**src/rtl/axi_mem_master_pkg.sv**
```systemverilog
// rtl/axi_mem_master_pkg.sv - shared FSM encoding, AXI constants and burst-size helper
// Contents:
//   state_t          : request FSM state encoding
//   AXI_BURST_INCR   : AXI burst type INCR
//   AXI_RESP_OKAY    : AXI OKAY response code
//   axi_burst_size() : AXI size code for a full-width beat of a given lane count
package axi_mem_master_pkg;

  typedef enum logic [2:0] {
    IDLE,
    WR_DATA,
    WR_RESP,
    WR_DONE,
    RD_ADDR,
    RD_DATA
  } state_t;

  localparam logic [1:0] AXI_BURST_INCR = 2'b01;
  localparam logic [1:0] AXI_RESP_OKAY  = 2'b00;

  // log2 of the byte-lane count; lane counts are powers of two up to 128.
  function automatic logic [2:0] axi_burst_size(input int strb_width);
    logic [2:0] size;
    size = 3'd0;
    for (int i = 0; i < 8; i++) begin
      if ((1 << i) == strb_width) size = 3'(i);
    end
    return size;
  endfunction

endpackage

```
**src/rtl/axi_mem_master_timeout.sv**
```systemverilog
// rtl/axi_mem_master_timeout.sv - response watchdog counter with sticky flag
// Ports:
//   clk, rst_n : clock, asynchronous active-low reset
//   active     : a response is being waited for (counter runs)
//   restart    : a B or R handshake happened this cycle (counter clears)
//   timeout    : sticky, set once TIMEOUT_CYCLES waiting cycles elapse without a handshake
module axi_mem_master_timeout #(
  parameter int TIMEOUT_CYCLES = 1024
) (
  input  logic clk,
  input  logic rst_n,
  input  logic active,
  input  logic restart,
  output logic timeout
);

  localparam int CW = $clog2(TIMEOUT_CYCLES + 1);
  localparam logic [CW-1:0] LIMIT = CW'(TIMEOUT_CYCLES - 1);

  logic [CW-1:0] cnt;

  always_ff @(posedge clk or negedge rst_n) begin
    if (!rst_n) begin
      cnt     <= '0;
      timeout <= 1'b0;
    end else begin
      if (!active || restart) begin
        cnt <= '0;
      end else if (cnt != LIMIT) begin
        cnt <= cnt + 1'b1;
      end
      // cnt == LIMIT means this is the TIMEOUT_CYCLES-th cycle spent waiting
      if (active && !restart && cnt == LIMIT && !timeout) begin
        timeout <= 1'b1;
`ifndef SYNTHESIS
        $error("axi_mem_master: no AXI response within %0d cycles", TIMEOUT_CYCLES);
`endif
      end
    end
  end

endmodule

```
**src/rtl/axi_mem_master.sv**
```systemverilog
// rtl/axi_mem_master.sv - single-outstanding AXI4 INCR-burst master behind a req/wd/rsp stream interface
// Optional feature macro: AXI_MEM_MASTER_TIMEOUT_EN (builds the response watchdog; otherwise timeout is 0).
// Ports:
//   clk, rst_n                 : clock, asynchronous active-low reset
//   req_valid/ready/we/addr/len: request (len = beats - 1)
//   wd_valid/ready/data/strb   : write-data stream, passed straight to the W channel
//   rsp_valid/ready/we/data/last/err : read data beats or one write completion
//   timeout                    : sticky response-timeout flag
//   m_axi_aw*/w*/b*/ar*/r*     : AXI4 master
module axi_mem_master
  import axi_mem_master_pkg::*;
#(
  parameter int C_AXI_ADDR_WIDTH = 12,
  parameter int C_AXI_DATA_WIDTH = 128,
  parameter int STRB_WIDTH       = C_AXI_DATA_WIDTH / 8,
  parameter int ID_WIDTH         = 1,
  parameter int AXI_ID           = 0,
  parameter int TIMEOUT_CYCLES   = 1024
) (
  input  logic                        clk,
  input  logic                        rst_n,
  input  logic                        req_valid,
  output logic                        req_ready,
  input  logic                        req_we,
  input  logic [C_AXI_ADDR_WIDTH-1:0] req_addr,
  input  logic [7:0]                  req_len,
  input  logic                        wd_valid,
  output logic                        wd_ready,
  input  logic [C_AXI_DATA_WIDTH-1:0] wd_data,
  input  logic [STRB_WIDTH-1:0]       wd_strb,
  output logic                        rsp_valid,
  input  logic                        rsp_ready,
  output logic                        rsp_we,
  output logic [C_AXI_DATA_WIDTH-1:0] rsp_data,
  output logic                        rsp_last,
  output logic                        rsp_err,
  output logic                        timeout,
  output logic [ID_WIDTH-1:0]         m_axi_awid,
  output logic [C_AXI_ADDR_WIDTH-1:0] m_axi_awaddr,
  output logic [7:0]                  m_axi_awlen,
  output logic [2:0]                  m_axi_awsize,
  output logic [1:0]                  m_axi_awburst,
  output logic                        m_axi_awlock,
  output logic [3:0]                  m_axi_awcache,
  output logic [2:0]                  m_axi_awprot,
  output logic                        m_axi_awvalid,
  input  logic                        m_axi_awready,
  output logic [C_AXI_DATA_WIDTH-1:0] m_axi_wdata,
  output logic [STRB_WIDTH-1:0]       m_axi_wstrb,
  output logic                        m_axi_wlast,
  output logic                        m_axi_wvalid,
  input  logic                        m_axi_wready,
  input  logic [ID_WIDTH-1:0]         m_axi_bid,
  input  logic [1:0]                  m_axi_bresp,
  input  logic                        m_axi_bvalid,
  output logic                        m_axi_bready,
  output logic [ID_WIDTH-1:0]         m_axi_arid,
  output logic [C_AXI_ADDR_WIDTH-1:0] m_axi_araddr,
  output logic [7:0]                  m_axi_arlen,
  output logic [2:0]                  m_axi_arsize,
  output logic [1:0]                  m_axi_arburst,
  output logic                        m_axi_arlock,
  output logic [3:0]                  m_axi_arcache,
  output logic [2:0]                  m_axi_arprot,
  output logic                        m_axi_arvalid,
  input  logic                        m_axi_arready,
  input  logic [ID_WIDTH-1:0]         m_axi_rid,
  input  logic [C_AXI_DATA_WIDTH-1:0] m_axi_rdata,
  input  logic [1:0]                  m_axi_rresp,
  input  logic                        m_axi_rlast,
  input  logic                        m_axi_rvalid,
  output logic                        m_axi_rready
);

  localparam logic [2:0] AXI_SIZE = axi_burst_size(STRB_WIDTH);
  localparam logic [C_AXI_ADDR_WIDTH-1:0] ADDR_MASK = ~(C_AXI_ADDR_WIDTH'(STRB_WIDTH - 1));

  state_t                      state_q, state_d;
  logic                        rdy_q;
  logic [C_AXI_ADDR_WIDTH-1:0] addr_q;
  logic [7:0]                  len_q;
  logic [7:0]                  beat_q;
  logic                        aw_done_q, w_done_q;
  logic                        awvalid_q, arvalid_q;
  logic [1:0]                  bresp_q;

  logic req_fire, aw_fire, w_fire, ar_fire, b_fire, r_fire;

  assign req_fire = req_valid && req_ready;
  assign aw_fire  = awvalid_q && m_axi_awready;
  assign w_fire   = m_axi_wvalid && m_axi_wready;
  assign ar_fire  = arvalid_q && m_axi_arready;
  assign b_fire   = m_axi_bvalid && m_axi_bready;
  assign r_fire   = m_axi_rvalid && m_axi_rready;

  // Constant and latched AXI address-channel fields
  assign m_axi_awid    = ID_WIDTH'(AXI_ID);
  assign m_axi_awaddr  = addr_q;
  assign m_axi_awlen   = len_q;
  assign m_axi_awsize  = AXI_SIZE;
  assign m_axi_awburst = AXI_BURST_INCR;
  assign m_axi_awlock  = 1'b0;
  assign m_axi_awcache = 4'd0;
  assign m_axi_awprot  = 3'd0;
  assign m_axi_awvalid = awvalid_q;
  assign m_axi_arid    = ID_WIDTH'(AXI_ID);
  assign m_axi_araddr  = addr_q;
  assign m_axi_arlen   = len_q;
  assign m_axi_arsize  = AXI_SIZE;
  assign m_axi_arburst = AXI_BURST_INCR;
  assign m_axi_arlock  = 1'b0;
  assign m_axi_arcache = 4'd0;
  assign m_axi_arprot  = 3'd0;
  assign m_axi_arvalid = arvalid_q;

  assign m_axi_wdata = wd_data;
  assign m_axi_wstrb = wd_strb;
  assign m_axi_wlast = (beat_q == len_q);

  always_ff @(posedge clk or negedge rst_n) begin
    if (!rst_n) state_q <= IDLE;
    else        state_q <= state_d;
  end

  always_comb begin
    state_d      = state_q;
    req_ready    = 1'b0;
    wd_ready     = 1'b0;
    m_axi_wvalid = 1'b0;
    m_axi_bready = 1'b0;
    m_axi_rready = 1'b0;
    rsp_valid    = 1'b0;
    rsp_we       = 1'b0;
    rsp_data     = '0;
    rsp_last     = 1'b0;
    rsp_err      = 1'b0;
    case (state_q)
      IDLE: begin
        // rdy_q holds req_ready low for the first cycle out of reset
        req_ready = rdy_q;
        if (req_valid && rdy_q) state_d = req_we ? WR_DATA : RD_ADDR;
      end
      WR_DATA: begin
        // W is gated once the last beat is taken so no extra beat leaks out
        m_axi_wvalid = wd_valid && !w_done_q;
        wd_ready     = m_axi_wready && !w_done_q;
        if ((aw_done_q || aw_fire) && (w_done_q || (w_fire && m_axi_wlast))) state_d = WR_RESP;
      end
      WR_RESP: begin
        m_axi_bready = 1'b1;
        if (m_axi_bvalid) state_d = WR_DONE;
      end
      WR_DONE: begin
        rsp_valid = 1'b1;
        rsp_we    = 1'b1;
        rsp_last  = 1'b1;
        rsp_err   = (bresp_q != AXI_RESP_OKAY);
        if (rsp_ready) state_d = IDLE;
      end
      RD_ADDR: begin
        if (ar_fire) state_d = RD_DATA;
      end
      RD_DATA: begin
        rsp_valid    = m_axi_rvalid;
        m_axi_rready = rsp_ready;
        rsp_data     = m_axi_rdata;
        rsp_last     = m_axi_rlast;
        rsp_err      = (m_axi_rresp != AXI_RESP_OKAY);
        if (r_fire && m_axi_rlast) state_d = IDLE;
      end
      default: state_d = IDLE;
    endcase
  end

  always_ff @(posedge clk or negedge rst_n) begin
    if (!rst_n) begin
      rdy_q     <= 1'b0;
      addr_q    <= '0;
      len_q     <= '0;
      beat_q    <= '0;
      aw_done_q <= 1'b0;
      w_done_q  <= 1'b0;
      awvalid_q <= 1'b0;
      arvalid_q <= 1'b0;
      bresp_q   <= AXI_RESP_OKAY;
    end else begin
      rdy_q <= 1'b1;
      if (req_fire) begin
        addr_q    <= req_addr & ADDR_MASK;
        len_q     <= req_len;
        beat_q    <= '0;
        aw_done_q <= 1'b0;
        w_done_q  <= 1'b0;
        awvalid_q <= req_we;
        arvalid_q <= !req_we;
      end
      if (aw_fire) begin
        awvalid_q <= 1'b0;
        aw_done_q <= 1'b1;
      end
      if (w_fire) begin
        beat_q <= beat_q + 1'b1;
        if (m_axi_wlast) w_done_q <= 1'b1;
      end
      if (ar_fire) arvalid_q <= 1'b0;
      if (b_fire) bresp_q <= m_axi_bresp;
    end
  end

`ifdef AXI_MEM_MASTER_TIMEOUT_EN
  axi_mem_master_timeout #(
    .TIMEOUT_CYCLES(TIMEOUT_CYCLES)
  ) u_timeout (
    .clk    (clk),
    .rst_n  (rst_n),
    .active ((state_q == WR_RESP) || (state_q == RD_DATA)),
    .restart(b_fire || r_fire),
    .timeout(timeout)
  );
  logic unused_ok;
  assign unused_ok = ^{m_axi_bid, m_axi_rid};
`else
  assign timeout = 1'b0;
  logic unused_ok;
  assign unused_ok = ^{m_axi_bid, m_axi_rid, TIMEOUT_CYCLES[0]};
`endif

endmodule

```
**config.mk**
```make
export PLATFORM = sky130hd
export DESIGN_NAME = axi_mem_master
export DESIGN_NICKNAME = d
export VERILOG_FILES = /design/src/rtl/axi_mem_master_pkg.sv /design/src/rtl/axi_mem_master_timeout.sv /design/src/rtl/axi_mem_master.sv
export SDC_FILE = /design/constraint.sdc
export NUM_CORES = 1
export LEC_CHECK = 0
export CELL_PAD_IN_SITES_DETAIL_PLACEMENT = 1
export CELL_PAD_IN_SITES_GLOBAL_PLACEMENT = 2
export CORE_AREA = 2 2 259 261
export DETAILED_ROUTE_END_ITERATION = 12
export DIE_AREA = 0 0 261 263
export PLACE_DENSITY_LB_ADDON = 0.12
export SYNTH_ARGS = -nofsm -noshare
export SYNTH_HDL_FRONTEND = slang
export SYNTH_SLANG_ARGS = --single-unit
```
**constraint.sdc**
```tcl
create_clock -name clk -period 1.84 [get_ports clk]
set_input_delay 0.368 -clock clk [delete_from_list [all_inputs] [get_ports clk]]
set_output_delay 0.368 -clock clk [all_outputs]
set_load 0.01 [all_outputs]
```
==> results of run 1 <==
==> cells in the mapped netlist, types with 3 or more instances <==
cell type	count	share of area (%)
nand3_1	5	0.61
and3_1	4	0.61
clkbuf_1	7	0.65
o21ai_0	8	0.98
o21ai_1	8	0.98
nand2_1	63	5.8
buf_2	3	0.37
nor2_1	12	1.1
buf_6	3	0.83
nand4_1	4	0.61
a21oi_1	5	0.61
inv_1	3	0.28
buf_4	199	37
dfrtp_1	34	21
xnor2_1	8	1.7
clkbuf_2	8	0.98
and2_1	131	20
==> cell type report <==
type	instances	area [um^2]
timing repair buffer	424	4570
inverter	3	13.8
clock inverter	2	12.5
fill	7650	56900
multi-input combinational	310	2070
sequential	34	851
clock buffer	6	139
tap	864	1080
==> cells by family (layout without fill, tap and decap cells) <==
| family | after synthesis | count (layout) | share of synthesized area [%] |
|---|---|---|---|
| and+or+nand+nor | 229 | 229 | 31.4 |
| buffers and inverters | 223 | 435 | 39.8 |
| DFF | 34 | 34 | 20.9 |
| other | 2 | 38 | 0.184 |
| xor gates and xnor gates | 8 | 8 | 1.72 |
| adders and majority gates | 1 | 1 | 0.307 |
| muxes | 2 | 2 | 0.553 |
| AOI/OAI and AO/OA | 32 | 32 | 5.10 |
==> per-layer routing <==
metal	vias to the layer above	wire [um]
li1	1912	-
met1	1855	9780
met2	363	12300
met3	34	4190
met4	10	329
met5	-	108
==> how the worst max path moves through the flow <==
| stage | end | from |
|---|---|---|
| floorplan | rsp_data[100] | state_q[1] |
| global placement | rsp_data[74] | state_q[1] |
| CTS | rsp_data[69] | state_q[1] |
| global route | rsp_data[85] | state_q[1] |
| finish | rsp_data[18] | state_q[1] |
| detailed placement | rsp_err | state_q[1] |
==> worst max-delay path, cell delays in order, from the launching register on <==
cell	delay, ps
dfrtp_1	380
and3b_4	340
buf_12	130
buf_12	140
buf_16	130
buf_6	80
and2_4	120
buf_6	90
==> stage by stage <==
stage	instances	util (%)	TNS, ps	hold WS (ps)	area, um^2
after floorplan	567	-	0	72.4	4210
after CTS	1636	12.4	-27400	24.6	8160
after global routing	1643	13.3	-31610	40.3	8730
after global placement	1591	11.4	-34760	356	7480
final	1643	13.3	-21660	15.1	8730
after detailed placement	1591	11.4	-35270	352	7480
==> flip-flops by register name (all words and copies together) (netlist names) <==
name,flops
state_q,3
m_axi_arvalid,1
bresp_q,2
aw_done_q,1
rdy_q,1
beat_q,8
w_done_q,1
m_axi_arlen,8
m_axi_araddr,8
m_axi_awvalid,1
==> repair_timing <==
action                                  in CTS  in global routing
resized for setup                          724                148
endpoints found under the setup margin     161                155
buffers inserted                            27                  6
pin swaps                                   31                 85
cloned                                      10                  4
==> power groups by stage <==
stage | sequential (mW) | combinational [mW] | clock [mW]
CTS | 1.26 | 6.89 | 0.991
global route | 1.29 | 8.03 | 1.01
global placement | 1.26 | 5.70 | 0
detailed placement | 1.27 | 5.61 | 0
finish | 1.24 | 7.42 | 0.929
floorplan | 1.33 | 2.56 | 0
==> summary.md, run 1 <==
| Metric | Value |
|---|---|
| Status | `finished, violations left` |
| Failing checks | `negative setup slack` |
| Setup repair after global routing missed its margin | `true` |
| Maximum clock rate | `0.481 GHz` |
| Combinational share of power | `77.4%` |
| WP data required | `1470 ps` |
| Ys async rst share | `100%` |
| Total CTS buffers | `5` |
| DRT Wirelength | `26700 um` |
| Starting DRT DRC Count | `63` |
| Worst r2r src | `state_q[2]` |
| Total power | `9.59 mW` |
| R2r setup slk | `0 ps` |
| Die Ht | `263 um` |
| GR Overflow Total | `0` |
| Post-synthesis sequential area ratio | `20.9%` |
| Clock skew | `9.28 ps` |
| Clock power share | `9.7%` |
| I/O Pins | `663` |
| GRT Total Usage | `7.14%` |
| Initial Utilization | `6.20%` |
| P per Cell Area | `1100 mW/mm^2` |
| Warnings, synthesis | `0` |
| Worst R2R End | `state_q[0]` |
| Flops & latches, synth | `34` |
| Hold Fails Final Rpt | `0` |
| Gpl congestion | `0.681` |
| DRC | `0` |
| Via count | `4174` |
| Final Slew Violations | `0` |
| Int Pwr | `6.10 mW` |
| Sw power | `3.49 mW` |
| Critical path class | `reg -> out` |
| Synthesized cell area | `0.00407 mm^2` |
| Clock sink count | `34` |
| Final cycle utilization of the critical path | `113%` |
| Vias in the first global route | `4377` |
| Share of power burned in registers | `13.0%` |
| Clk buf depth | `2` |
| Clock tree from TritonCTS | `yes` |
| Top_reg_cell synth | `dfrtp_1` |
| Setup ws final | `-241 ps` |
| Met2 GRT Util | `11.7%` |
| Worst path arrival time | `1710 ps` |
| Core Footprint | `0.0656 mm^2` |
| Placement Setup Slack | `-361 ps` |
| CTS H-tree lvls | `2` |
| Syn Inst Count | `531` |
| Max FO, Critical Path | `6` |
| Final setup violation count | `135` |
| Layout cell share with drive strength beyond 1 | `47.6%` |
| Post-synth EDFFs | `0` |
| Routed Antenna Nets | `0` |
| Initial antenna violation count | `4` |
| Post-DP HPWL | `21800 um` |
| Die Span X | `261 um` |
| Pin count of the biggest net entering global routing | `21` |
| DIE AREA | `0.0686 mm^2` |
| Post-layout min period | `2080 ps` |
| Hold buffer count at CTS | `0` |
| Commonest non-fill, non-tap cell in the layout | `clkdlybuf4s50_1` |
| Crit start category | `flop` |
| GR peak layer | `met2` |
| Tightest Hold Check Type | `in -> async` |
| Layout area overhead | `114%` |
| Most frequent cells in the layout | `clkdlybuf4s50_1 (192), buf_6 (134), and2_4 (107), nand2_1 (57), buf_4 (42)` |
| Worst skew pair latency | `290 ps` |
| First-pass GRT wire length | `34700 um` |
| Average size of a mapped cell | `7.67 um^2` |
| 1st-pass router iterations | `4` |
| Peak supply drop | `377 uV` |
| Max cap viols | `0` |
| Avg WL per Cell | `16.2 um` |
| Sw Ratio | `36.4%` |
| Grt met3 use | `4.60%` |
| Met1 Resource Use GR | `7.75%` |
| Worst Reg-to-Reg Cells | `8` |
| Nets | `1089` |
| Worst-path clk slew | `70 ps` |
| Antenna diodes | `0` |
| Crit end category | `output port` |
| Standard-cell rows | `94` |
| DR vias/cell | `2.54` |
| Root buf cell | `clkbuf_16` |
| Synth unique cells | `40` |
| I/O Buffers | `331` |
| Pleak | `3.78 nW` |
No activity file was read; power rests on OpenSTA's default activity.
==> run 2: changes to the inputs <==
==> constraint.sdc (replaced) <==
create_clock -name clk -period 2 [get_ports clk]
set_input_delay 0.4 -clock clk [delete_from_list [all_inputs] [get_ports clk]]
set_output_delay 0.4 -clock clk [all_outputs]
set_load 0.01 [all_outputs]
==> run 2 against run 1 <==
Effect of this change:
- the run still ends with negative setup slack left
- count of clock-buffer cells in the layout is the same
- die area is the same
- worst setup slack gained 53 ps
- design area shrank 4.6%
- critical path depth grew 1
- combinational power shrank 15%
- sequential power shrank 5%
- global-route usage grew 0.16 points
- cell count shrank 1.1%
- total power shrank 12%
- sequential share of layout area grew 0.47 points
- register-to-register slack gained 90 ps
==> summary.md, run 2 (synthesis gave the netlist of run 1 again) <==
| Metric | Value |
|---|---|
| Post-layout min period | `2190 ps` |
| Die Ht | `263 um` |
| Hold Fails Final Rpt | `0` |
| 1st-pass router iterations | `4` |
| CTS H-tree lvls | `2` |
| Post-DP HPWL | `21600 um` |
| Setup ws final | `-188 ps` |
| Final TNS setup | `-12070 ps` |
| Die Span X | `261 um` |
| Commonest non-fill, non-tap cell in the layout | `clkdlybuf4s50_1` |
| Routed Antenna Nets | `0` |
| Avg WL per Cell | `16.7 um` |
| Most frequent cells in the layout | `clkdlybuf4s50_1 (192), buf_6 (87), and2_4 (76), nand2_1 (62), and2_1 (55)` |
| Core Footprint | `0.0656 mm^2` |
| Antenna diodes | `0` |
| Initial antenna violation count | `3` |
| Initial Utilization | `6.20%` |
| Starting DRT DRC Count | `43` |
| DR vias/cell | `2.54` |
| Non-filler cells in the finished layout | `1625` |
| Clock sink count | `34` |
| WP data required | `1600 ps` |
| DRC | `0` |
| Slew @ Worst Pin | `675 ps` |
| Status | `finished, violations left` |
| Worst setup startpoint | `state_q[1]` |
| Worst r2r src | `state_q[2]` |
| Final Slew Violations | `0` |
| Critical path class | `reg -> out` |
| Pleak | `3.58 nW` |
| Clock tree from TritonCTS | `yes` |
| Worst skew pair latency | `290 ps` |
| Rel. slew slack | `55.0%` |
| Clk buf depth | `2` |
| DRT Wirelength | `27100 um` |
| Hold slack | `141 ps` |
| Maximum clock rate | `0.457 GHz` |
| Layout area overhead | `105%` |
| Failing checks | `negative setup slack` |
| Pin count of the biggest net entering global routing | `25` |
| Worst-path clk slew | `70 ps` |
| Crit end category | `output port` |
| Crit start category | `flop` |
| Max FO, Critical Path | `7` |
| Final cycle utilization of the critical path | `109%` |
| Gpl congestion | `0.668` |
| Tightest Hold Check Type | `in -> async` |
| Max cap viols | `0` |
| Worst path arrival time | `1790 ps` |
| DIE AREA | `0.0686 mm^2` |
| Clock skew | `6.77 ps` |
| Layout cell share with drive strength beyond 1 | `41.8%` |
| Setup repair after global routing missed its margin | `true` |
| # placed instances | `1577` |
| GR Overflow Total | `0` |
| Root buf cell | `clkbuf_16` |
| First-pass GRT wire length | `35400 um` |
| Worst path max stage delay | `390 ps` |
| Placement Setup Slack | `-229 ps` |
| Vias in the first global route | `4361` |
| Hold buffer count at CTS | `0` |
| I/O Pins | `663` |
| P per Cell Area | `1020 mW/mm^2` |
| Total CTS buffers | `5` |
| Via count | `4135` |
| I/O Buffers | `331` |
| Final setup violation count | `125` |
| Nets | `1072` |
| Cell chain of the critical path | `and3b_4 -> buf_12 -> buf_12 -> buf_12 -> buf_12 -> clkbuf_16 -> and2_4 -> buf_6` |
| GRT Total Usage | `7.30%` |
| Most used cell, CP | `buf_12` |
| Peak supply drop | `329 uV` |
| Standard-cell rows | `94` |
| CP max stage cell | `dfrtp_1` |
-- run 2: cell types whose count changed in the layout (fill, tap and decap cells not counted), moves of 5 or more --
cell / before / now
and2_4: 107 / 76
and2_1: 25 / 55
clkdlybuf4s15_2: 0 / 11
nand2_1: 57 / 62
buf_4: 42 / 50
buf_2: 25 / 36
buf_6: 134 / 87
-- run 2: report_power, final --
group | switching, mW | internal, mW | total, mW
logic | 2.56 | 3.76 | 6.32
registers | 0.231 | 0.945 | 1.18
clock network | 0.347 | 0.617 | 0.964
-- run 2: through the flow --
stage / power (mW) / util (%) / cell area [um^2]
global placement: 6.17 / 11.2 / 7330
detailed placement: 6.12 / 11.2 / 7330
CTS: 8.22 / 12.1 / 7920
floorplan: 3.58 / - / 4210
finish: 8.46 / 12.7 / 8330
global route: 9.13 / 12.7 / 8330
-- run 2: path summary, 6_finish.rpt --
check                                       to  slack (ps)  cells past startpoint
max in group asynchronous           state_q[2]        1280                      2
worst max-delay path              rsp_data[36]        -190                      8
worst min register to register       aw_done_q         500                      1
worst min-delay path            m_axi_arlen[6]         140                      1
worst max register to register      state_q[2]          90                     11
min in group clk                     aw_done_q         500                      1
-- run 2: critical path: cells and delay by family (launching register included) --
kind	cells	cell delay, ps
buf+inv	6	660
simple gates	2	450
flops	1	390
-- run 2: layout make-up --
class / instances / area (um^2)
Clock buffer: 6 / 139
Clock inverter: 1 / 30.0
Fill cell: 7697 / 57300
Inverter: 3 / 11.3
Multi-Input combinational cell: 310 / 1960
Sequential cell: 34 / 851
Tap cell: 864 / 1080
Timing Repair Buffer: 407 / 4260
-- run 2: per-layer routing --
| layer | wire (um) | GRT usage [%] | vias up |
|---|---|---|---|
| met4 | 329 | 1.26 | 8 |
| met3 | 4160 | 4.79 | 34 |
| li1 | - | - | 1876 |
| met1 | 9840 | 7.67 | 1850 |
| met5 | 104 | 0.641 | - |
| met2 | 12700 | 12.2 | 367 |
-- run 2: what timing repair did --
action                                 CTS  global route
buffers inserted                        23            12
gates cloned                            11             2
setup endpoints to repair              138           144
gates resized for setup                652           118
endpoints found under the hold margin    0             0
pin swaps                               18            20
